[config.mk]
export PLATFORM = sky130hd
export DESIGN_NAME = dsam_decoder
export DESIGN_NICKNAME = d
export VERILOG_FILES = /design/src/rtl/dsam_decoder.sv
export SDC_FILE = /design/constraint.sdc
export NUM_CORES = 1
export LEC_CHECK = 0
export CORE_ASPECT_RATIO = 1.5
export CORE_UTILIZATION = 55
export CTS_CLUSTER_DIAMETER = 150
export DETAILED_ROUTE_END_ITERATION = 6
export GPL_ROUTABILITY_DRIVEN = 1
export PLACE_DENSITY = 0.78
export SLEW_MARGIN = 20
export SYNTH_ARGS = -nofsm -noshare
export SYNTH_HDL_FRONTEND = slang
export SYNTH_SLANG_ARGS = --single-unit
[constraint.sdc]
create_clock -name clk -period 3.91 [get_ports clk]
set_clock_uncertainty 0.15 [all_clocks]
set_input_delay 0.391 -clock clk [delete_from_list [all_inputs] [get_ports clk]]
set_output_delay 0.391 -clock clk [all_outputs]
set_load 0.02 [all_outputs]
[src/rtl/dsam_decoder.sv]
// dsam_decoder: receive-side inverse of the dsam_encoder.
// Each word carries a channel tag in its low ADDR_WIDTH bits. The payload is
// XORed with that channel's last encoded payload to recover the data.
// Words pass through one registered valid/ready stage.
// Optional feature: define DSAM_DECODER_CLEAR_EN to add a synchronous 'clear'
// input that zeroes every channel state.
module dsam_decoder #(
    parameter int ADDR_WIDTH = 2,
    parameter int DATA_WIDTH = 16,
    parameter int CHANNELS   = 4
) (
    input  logic                  clk,
    input  logic                  reset,
    input  logic [DATA_WIDTH-1:0] in,
    input  logic                  in_valid,
    output logic                  in_ready,
    output logic [DATA_WIDTH-1:0] out,
    output logic                  out_valid,
`ifdef DSAM_DECODER_CLEAR_EN
    input  logic                  clear,
`endif
    input  logic                  out_ready
);

    localparam int PayloadWidth = DATA_WIDTH - ADDR_WIDTH;

    logic [PayloadWidth-1:0] state_q [CHANNELS];
    logic [PayloadWidth-1:0] state_d [CHANNELS];
    logic [DATA_WIDTH-1:0]   out_q, out_d;
    logic                    outValid_q, outValid_d;

    logic [ADDR_WIDTH-1:0]   ch;
    logic [PayloadWidth-1:0] encPayload;
    logic                    accept;
    logic                    clearNow;

    assign ch         = in[ADDR_WIDTH-1:0];
    assign encPayload = in[DATA_WIDTH-1:ADDR_WIDTH];
    assign in_ready   = !outValid_q || out_ready;
    assign accept     = in_valid && in_ready;
    assign out        = out_q;
    assign out_valid  = outValid_q;

`ifdef DSAM_DECODER_CLEAR_EN
    assign clearNow = clear;
`else
    assign clearNow = 1'b0;
`endif

    // Output stage: load on accept, drop valid when taken without a refill.
    always_comb begin
        out_d      = out_q;
        outValid_d = outValid_q;
        if (accept) begin
            out_d      = {encPayload ^ state_q[ch], ch};
            outValid_d = 1'b1;
        end else if (out_ready) begin
            outValid_d = 1'b0;
        end
    end

    // Channel state: clear wins over the write of an accepted word.
    always_comb begin
        for (int i = 0; i < CHANNELS; i++) begin
            state_d[i] = state_q[i];
        end
        if (clearNow) begin
            for (int i = 0; i < CHANNELS; i++) begin
                state_d[i] = '0;
            end
        end else if (accept) begin
            state_d[ch] = encPayload;
        end
    end

    // Register all state; reset restarts the stream from zero.
    always_ff @(posedge clk or posedge reset) begin
        if (reset) begin
            out_q      <= '0;
            outValid_q <= 1'b0;
            for (int i = 0; i < CHANNELS; i++) begin
                state_q[i] <= '0;
            end
        end else begin
            out_q      <= out_d;
            outValid_q <= outValid_d;
            for (int i = 0; i < CHANNELS; i++) begin
                state_q[i] <= state_d[i];
            end
        end
    end

endmodule

==> impl_results.md <==
- Share of the synthesized area in the top cell type: 0.545
- Worst skew pair latency: 340 ps
- Core Footprint: 5830 µm²
- Setup TNS: 0 ps
- Synthesis Warnings: 0
- Antenna violations before repair: 0
- Die Y: 97.6 µm
- Post-synthesis mux area share: 0.309
- PostCTS Resize Cnt: 0
- Reg clk slew, reported paths: 80 ps
- Worst VDD drop: 0.321 mV
- Total CTS buffers: 9
- P_int: 1680 µW
- Post-synth EDFFs: 0
- Share of cells above drive strength 1: 0.339
- Wire length per cell: 19.0 µm
- Main combinational cell family by area after synthesis: multiplexers
- Sw frac: 0.253
- Clock share of power: 0.314
- Xor/xnor cell area share of the yosys netlist: 0.0366
- Diodes inserted: 0
- Worst r2r path cells: 3
- Setup Viol. Count Final: 0
- Die Area: 6420 µm²
- Maximum clock frequency: 0.421 GHz
- Post-Place Worst Slack: 1290 ps
- First-pass GRT wire length: 10,300 µm
- Synth area leader: dfrtp_1
- Status: completed
- Post-synthesis compound-gate area fraction: 0.0418
- Vias per Instance: 5.86
- Tcrit/Tclk final: 0.607
- CTS Hold Bufs: 0
- Reg2reg start: out_valid
- Post-DP HPWL: 3970 µm
- Crit-path max FO: 21
- DR iter-0 viols: 83
- Async set-or-reset flop fraction in the synthesized netlist: 1.00
- Sequential area share after synthesis: 0.545
- Worst Slack Setup Final: 1540 ps
- H-tree depth: 3
- Hold Fails Final Rpt: 0
- Tot GR Track Use: 0.222
- HP Class: in -> async
- Critical Path AT: 1830 ps
- Leak: 0.00171 µW
- Final WL: 6190 µm
- Initial Util: 0.575
- Commonest cells post-synth: dfrtp_1 (73), mux2_2 (43), a21oi_1 (28)
- Pin count of the biggest net entering global routing: 33
- Post-Synth Adder-Cell Area: 0
- Top Ports: 38
- Cell with the most instances after synthesis: dfrtp_1
- CTS root buf: clkbuf_8
- Vias in the first global route: 2,064
- R2R Path End: state_q[54]
- Worst hold slack: 160 ps
- Avg Inst Size Synth: 16.0 µm²
- Sw power: 570 µW
- Critical path startpoint category: input port
- Combinational share of power: 0.233
- GP Congestion: 0.729
- Synth cell types: 20
- Max-cap violations: 0
- Post-synthesis cell area: 3350 µm²
- Number of nets in the final layout: 269
- Final min period: 2370 ps
- Seq cells post-synth: 73
- Routed vias: 1,909
- Register share of total power: 0.453
- CTS tree: yes
- PwrDens: 565 nW/µm²
- Drt first pass iters: 4
- Synth-to-Final Area Change: 18.9%
- Max_slew headroom: 0.501
- Crit Path Category: in -> out
- Die W: 65.7 µm
- Gr ovfl total: 0
- Num rows: 34
- Slew Limit Fails: 0
- Critical Path End Type: output pin
- WP data required: 3370 ps
- Syn Nets: 230
- Maximum root-to-sink buffer count: 2
- Post-CTS setup buffer count: 0
- Simple-Gate Fraction of Synth Area: 0.0321
- Port bufs: 37
- Antenna-violating nets left: 0
- Num Clock Sinks: 73
- Post-route DRC violation count: 0
- RSZ-0062 raised after global routing: no
- Reg2Reg Setup Slack: 1790 ps
- Dominant synthesized flop cell: dfrtp_1
- Synth area leaders: dfrtp_1 (54%), mux2_2 (14%), mux4_1 (6.3%)
- Slew @ Worst Pin: 749 ps
- Cell count after synthesis: 210
-- through the flow --
| step | area, µm² | total power (µW) | std cells | util |
|---|---|---|---|---|
| 2_1_floorplan | 3350 | 1380 | 210 | - |
| 6_report | 3990 | 2250 | 326 | 0.684 |
| 4_1_cts | 3990 | 2270 | 326 | 0.684 |
| 3_5_place_dp | 3740 | 1560 | 310 | 0.642 |
| 5_1_grt | 3990 | 2350 | 326 | 0.684 |
| 3_3_place_gp | 3740 | 1540 | 310 | 0.642 |
-- worst max-delay path by stage --
stage	from	end	slack [ps]
floorplan	reset	out[0]	1520
global placement	out_ready	state_q[45]	1300
detailed placement	out_ready	state_q[52]	1290
CTS	out_ready	in_ready	1530
global route	out_ready	in_ready	1490
finish	out_ready	in_ready	1540
-- power groups by stage --
| stage | sequential (µW) | combinational (µW) | clock, µW |
|---|---|---|---|
| after floorplan | 1060 | 320 | 0 |
| after global placement | 1030 | 516 | 0 |
| after detailed placement | 1030 | 531 | 0 |
| after CTS | 1020 | 531 | 717 |
| after global routing | 1040 | 566 | 743 |
| final | 1020 | 524 | 706 |
-- placed cells by master, fill, tap and decap left out --
cell type,n
nand4b_4,2
clkdlybuf4s50_1,37
bufinv_16,3
nand2b_4,1
mux2_4,10
nand2b_1,1
mux4_2,6
mux2_1,5
xnor2_1,14
and2_1,1
dfrtp_1,73
nand4_4,1
mux4_1,8
clkinv_2,3
a21oi_1,28
and4bb_1,1
buf_4,6
clkbuf_8,10
mux2_2,43
inv_2,1
-- layout make-up --
cell class / instances / area (µm²)
clock buffer: 10 / 138
clock inverter: 6 / 105
fill: 415 / 1840
inverter: 1 / 3.75
multi-input combinational: 121 / 1410
sequential: 73 / 1830
tap: 72 / 90.1
timing repair buffer: 43 / 415
-- cells by family (layout without fill, tap and decap cells) --
| family | Yosys count | in the layout |
|---|---|---|
| and+or+nand+nor | 7 | 7 |
| AOI/OAI and AO/OA | 28 | 28 |
| xor gates and xnor gates | 14 | 14 |
| DFF | 73 | 73 |
| buffers and inverters | 16 | 60 |
| muxes | 72 | 72 |
-- worst max-delay path: stages --
cell and delay (ps):
clkdlybuf4s50_1 470, nand2b_4 300, clkdlybuf4s50_1 660
-- flip-flops by register name (all words and copies together), names as in the netlist --
name	cells
out_valid	1
out	16
state_q	56
-- per-layer routing --
metal | up-vias | GRT usage | routed length [µm]
li1 | 853 | - | -
met1 | 1010 | 0.282 | 2590
met2 | 36 | 0.360 | 3310
met3 | 10 | 0.0399 | 157
met4 | 0 | 0.105 | 131
met5 | - | 0 | 0
Note: power is estimated with default switching activity, not from simulation.
